### src/rtl/pipe_pkg.sv
// Encodings and types shared between the ID-stage control unit and the hazard controller.
package pipe_pkg;

  localparam logic [1:0] HILO_NONE   = 2'b00;
  localparam logic [1:0] HILO_MULDIV = 2'b01;
  localparam logic [1:0] HILO_MFHI   = 2'b10;
  localparam logic [1:0] HILO_MFLO   = 2'b11;

  typedef enum logic {IDLE, BUSY} hazard_state_t;

endpackage

### src/rtl/muldiv_timer.sv
// Tracks an in-flight mult/div operation: busy for MULDIV_CYCLES cycles after start,
// then a one-cycle done pulse in the first idle cycle.
module muldiv_timer
  import pipe_pkg::*;
#(
  parameter int unsigned MULDIV_CYCLES = 32
) (
  input  logic clk,
  input  logic rst,
  input  logic start,
  output logic busy,
  output logic done
);

  localparam int unsigned CntW = $clog2(MULDIV_CYCLES + 1);

  hazard_state_t   state_q, state_d;
  logic [CntW-1:0] cnt_q, cnt_d;
  logic            done_q, done_d;

  always_ff @(posedge clk or posedge rst) begin
    if (rst) begin
      state_q <= IDLE;
      cnt_q   <= '0;
      done_q  <= 1'b0;
    end else begin
      state_q <= state_d;
      cnt_q   <= cnt_d;
      done_q  <= done_d;
    end
  end

  always_comb begin
    state_d = state_q;
    cnt_d   = cnt_q;
    done_d  = 1'b0;
    unique case (state_q)
      IDLE: begin
        if (start) begin
          state_d = BUSY;
          cnt_d   = CntW'(MULDIV_CYCLES);
        end
      end
      BUSY: begin
        if (cnt_q == CntW'(1)) begin
          state_d = IDLE;
          cnt_d   = '0;
          done_d  = 1'b1;
        end else begin
          cnt_d = cnt_q - CntW'(1);
        end
      end
      default: begin
        state_d = IDLE;
        cnt_d   = '0;
      end
    endcase
  end

  always_comb begin
    busy = (state_q == BUSY);
    done = done_q;
  end

endmodule

### src/rtl/hazard_ctrl.sv
// ID-stage hazard controller: load-use detection, HI/LO resource stalls, IF flush gating
// and a saturating count of bubble cycles.
module hazard_ctrl
  import pipe_pkg::*;
#(
  parameter int unsigned MULDIV_CYCLES = 32,
  parameter int unsigned STALL_CNT_W   = 16
) (
  input  logic                   clk,
  input  logic                   rst,
  input  logic                   id_ex_memread,
  input  logic [4:0]             id_ex_rt,
  input  logic [4:0]             if_id_rs,
  input  logic [4:0]             if_id_rt,
  input  logic [1:0]             id_hilo,
  input  logic                   branch_taken,
  output logic                   bubble_sel,
  output logic                   pc_write,
  output logic                   if_id_write,
  output logic                   if_flush,
  output logic                   muldiv_start,
  output logic                   muldiv_busy,
  output logic                   muldiv_done,
  output logic [STALL_CNT_W-1:0] stall_count
);

  logic lu, hh, stall;
  logic [STALL_CNT_W-1:0] stall_count_q, stall_count_d;

  muldiv_timer #(
    .MULDIV_CYCLES(MULDIV_CYCLES)
  ) u_muldiv_timer (
    .clk  (clk),
    .rst  (rst),
    .start(muldiv_start),
    .busy (muldiv_busy),
    .done (muldiv_done)
  );

  always_comb begin
    lu = id_ex_memread && (id_ex_rt != 5'd0) &&
         ((id_ex_rt == if_id_rs) || (id_ex_rt == if_id_rt));
    hh = muldiv_busy && (id_hilo != HILO_NONE);
    stall = lu || hh;
  end

  always_comb begin
    bubble_sel   = stall;
    pc_write     = !stall;
    if_id_write  = !stall;
    if_flush     = branch_taken && !stall;
    // An issue blocked by a load-use hazard simply retries next cycle.
    muldiv_start = !muldiv_busy && (id_hilo == HILO_MULDIV) && !lu;
  end

  always_comb begin
    stall_count_d = stall_count_q;
    if (stall && (stall_count_q != '1)) begin
      stall_count_d = stall_count_q + STALL_CNT_W'(1);
    end
  end

  always_ff @(posedge clk or posedge rst) begin
    if (rst) begin
      stall_count_q <= '0;
    end else begin
      stall_count_q <= stall_count_d;
    end
  end

  assign stall_count = stall_count_q;

endmodule
### config.mk
export PLATFORM = sky130hd
export DESIGN_NAME = hazard_ctrl
export DESIGN_NICKNAME = d
export VERILOG_FILES = /design/src/rtl/pipe_pkg.sv /design/src/rtl/muldiv_timer.sv /design/src/rtl/hazard_ctrl.sv
export SDC_FILE = /design/constraint.sdc
export NUM_CORES = 1
export LEC_CHECK = 0
export BUFFER_PORTS_ARGS = -buffer_cell sky130_fd_sc_hd__buf_4
export CAP_MARGIN = 30
export CORE_MARGIN = 2
export CORE_UTILIZATION = 23
export CTS_CLUSTER_SIZE = 30
export DETAILED_ROUTE_END_ITERATION = 6
export GPL_ROUTABILITY_DRIVEN = 1
export HOLD_SLACK_MARGIN = 0.06
export SYNTH_ARGS = -nofsm -noshare
export SYNTH_HDL_FRONTEND = slang
export SYNTH_SLANG_ARGS = --single-unit
### constraint.sdc
create_clock -name clk -period 2 [get_ports clk]
set_input_delay 0.2 -clock clk [delete_from_list [all_inputs] [get_ports clk]]
set_output_delay 0.2 -clock clk [all_outputs]
set_load 0.01 [all_outputs]
==> impl_metrics.yaml <==
setup_path:
  cp_max_fo: 14
  reg2reg_slack_ns: 0.29
  r2r_end: "stall_count[13]"
  crit_slowest_cell: "or4_4"
  slowest_delay_ns: 0.54
  crit_top_cell: "buf_4"
  r2r_start: "stall_count[0]"
  startpoint_type: "input port"
  worstPathRequired_ns: 1.80
  endpoint: "if_flush"
  cp.depth: 8
  path_buf_inv: 4
  critPathCaptureType: "primary output"
  cp.arrival_ns: 1.61
  crit_path_start: "id_ex_rt[1]"
  r2r_cells: 6
  cp_top_family: "simple AND/OR/NAND/NOR gates"
  crit_type: "input port to primary output"
  worstPathCellList: "buf_4 > or4_4 > o21ai_4 > o21ai_2 > buf_12 > inv_1 > and2_1 > buf_4"
clocking:
  insertion_delay_ns: 0.27
  h-tree-depth: 1
  cts_made_buffers: 3
  cts_root_buf: "clkbuf_8"
  clk_path_buf_depth: 2
  path_clk_slew_ns: 0.08
  post_cts_buffers: 0
  cts_tree: "built"
  cts_sinks: 24
floorplan:
  start_util_pct: 23.6
  core_area_sq_mm: 0.00589
  row_count: 28
  die_y_um: 81.6
  ios: 44
  die_w_um: 81.6
  dieArea_sq_mm: 0.00666
detailed_routing:
  ant_nets: 0
  drc_errors: 0
  via_per_inst: 4.44
  dr.pass1.iters: 4
  wl_per_cell_um: 11.8
  drt-total-wl_mm: 3.12
  vias: 1176
  drt_iter0_drc: 34
status:
  status: "complete, no violations"
timing:
  tightest_slew_ns: 0.405
  fin_crit_ns: 1.81
  slew_headroom_pct: 72.7
  finalSetupViolCount: 0
  hold_viol_final: 0
  fin_crit_sh_pct: 90.4
  rsz0062_at_grt: "false"
  skew_ns: 0.00521
  slew_viol_final: 0
  fmax_mhz: 553
  setup_tns_ns: 0
finish:
  layout_commonest_cell: "buf_4"
  nFillCells: 623
  final_core_util_pct: 32.4
  nets: 215
  n_antenna_cell: 0
  drive_above_1_share_pct: 32.1
  multiInputGateArea_sq_um: 736
  seq_area_sq_um: 601
  area.growth.synth_to_final_pct: 37.5
  mostFrequentLayoutCells: "buf_4 (46), dfrtp_1 (24), xor2_1 (14)"
global_route:
  grt_pass1_vias: 1202
  globalRouteOverflowTotal: 0
  grt_max_degree: 25
  track_usage_pct: 10.5
  antenna_found_initial: 0
  grt_pass1_wl_mm: 5.49
power_and_ir_drop:
  peakVddDrop_mv: 0.453
  leakagePower_nw: 0.937
  power_mw: 1.55
  powerDensity_mw_per_mm2: 812
yosys:
  synth_top_area_share_pct: 43.3
  syn_inst: 141
  yosysWarnings: 0
  seq_area_frac_synth_pct: 43.3
  synthTopCellsByArea: "dfrtp_1 (43%), xor2_1 (8.8%), nand3_1 (3.6%)"
  syn_nets: 165
  synth_top_area_cell: "dfrtp_1"
  post_synth.cell_area_avg_sq_um: 9.83
  synth_seq_cells: 24
  synthesis.area_sq_mm: 0.00139
  yosysUniqueCellTypes: 36
flow_run:
  maxCapViolations: 0
place:
  dpl.hpwl_mm: 2.43
  io_buffer_count: 43
  gp_congestion: 0.812
hold_path:
  worstHoldPathType: "input port to flop"
[cell type report]
type | instances | share of cell area (%)
clock buffers | 3 | 2.17
clock inverters | 1 | 1.57
inverters | 8 | 1.57
multi-input cells | 106 | 38.6
flip-flops and latches | 24 | 31.5
well taps | 75 | 4.92
repair buffers | 48 | 19.7
[what timing repair did]
action                                  4_1_cts  5_1_grt
resized for setup                             0        1
endpoints found under the setup margin        0        1
hold buffers                                  1        0
endpoints found under the hold margin        24        0
[metal layers]
| layer | GRT usage, % | wire [um] |
|---|---|---|
| met1 | 14.0 | 1460 |
| met2 | 17.3 | 1480 |
| met3 | 3.19 | 172 |
| met4 | 1.50 | 11 |
| met5 | 0 | 0 |
[flip-flops by register name, summed over array words and instances (netlist names)]
name / cells
stall_count: 16
u_muldiv_timer.done: 1
u_muldiv_timer.busy: 1
u_muldiv_timer.cnt_q: 6
[metrics by stage]
step,area [sq um],hold slack (ns),cells,setup WS (ns)
after floorplan,1390,0.215,141,0.285
after global placement,1820,0.285,260,0.146
after detailed placement,1820,0.287,260,0.134
after CTS,1900,0.420,265,0.180
after global routing,1910,0.450,265,0.0410
final,1910,0.430,265,0.193
[cell usage after synthesis]
master,count
dfrtp_1,24
xor2_1,14
nand2_1,10
nand3_1,10
inv_1,8
nor2_1,8
a31oi_1,6
a21oi_1,5
and3_1,5
and2_1,4
nand2b_1,4
nand4_1,4
nor3_1,4
xnor2_1,4
ha_1,3
o21ai_0,3
and4_1,2
buf_4,2
mux2_2,2
nor3b_1,2
o22ai_1,2
a22oi_2,1
a32o_1,1
a41oi_1,1
and2_4,1
buf_6,1
mux2_4,1
mux2i_1,1
nand3b_1,1
nor2b_1,1
nor3_2,1
nor4b_1,1
o21ai_2,1
o21ai_4,1
o41a_1,1
or4_4,1
[cells by family after synthesis]
group | count (synthesis) | share of synthesized area (%)
AO/OA/AOI/OAI | 22 | 11.4
buffers and inverters | 11 | 4.06
multiplexers | 4 | 3.43
flip-flops | 24 | 43.3
AND/OR/NAND/NOR | 59 | 23.7
adder cells (fa/ha/maj) | 3 | 2.71
XOR/XNOR | 18 | 11.4
[worst register-to-register path: cells and delay by family (launching register included)]
family	cells	cell delay [ns]
xor+xnor	1	0.16
fa+ha+maj	1	0.28
flops	1	0.42
simple gates	4	0.77
[report_power, final]
group	switching (mW)	total, mW	internal [mW]
Clock	0.162	0.430	0.268
Combinational	0.198	0.454	0.256
Sequential	0.0974	0.664	0.566
Total	0.458	1.55	1.09
[worst min-delay path by stage]
| stage | start | to | slack (ns) | cells past startpoint |
|---|---|---|---|---|
| 6_report | id_hilo[1] | u_muldiv_timer.cnt_q[4] | 0.43 | 6 |
| 5_1_grt | id_hilo[1] | u_muldiv_timer.cnt_q[4] | 0.45 | 6 |
| 4_1_cts | id_hilo[1] | u_muldiv_timer.cnt_q[4] | 0.42 | 6 |
| 3_5_place_dp | rst | stall_count[15] | 0.29 | 3 |
| 3_3_place_gp | rst | u_muldiv_timer.cnt_q[2] | 0.28 | 3 |
| 2_1_floorplan | rst | stall_count[0] | 0.21 | 1 |
Power figures use the tool's default switching activity.
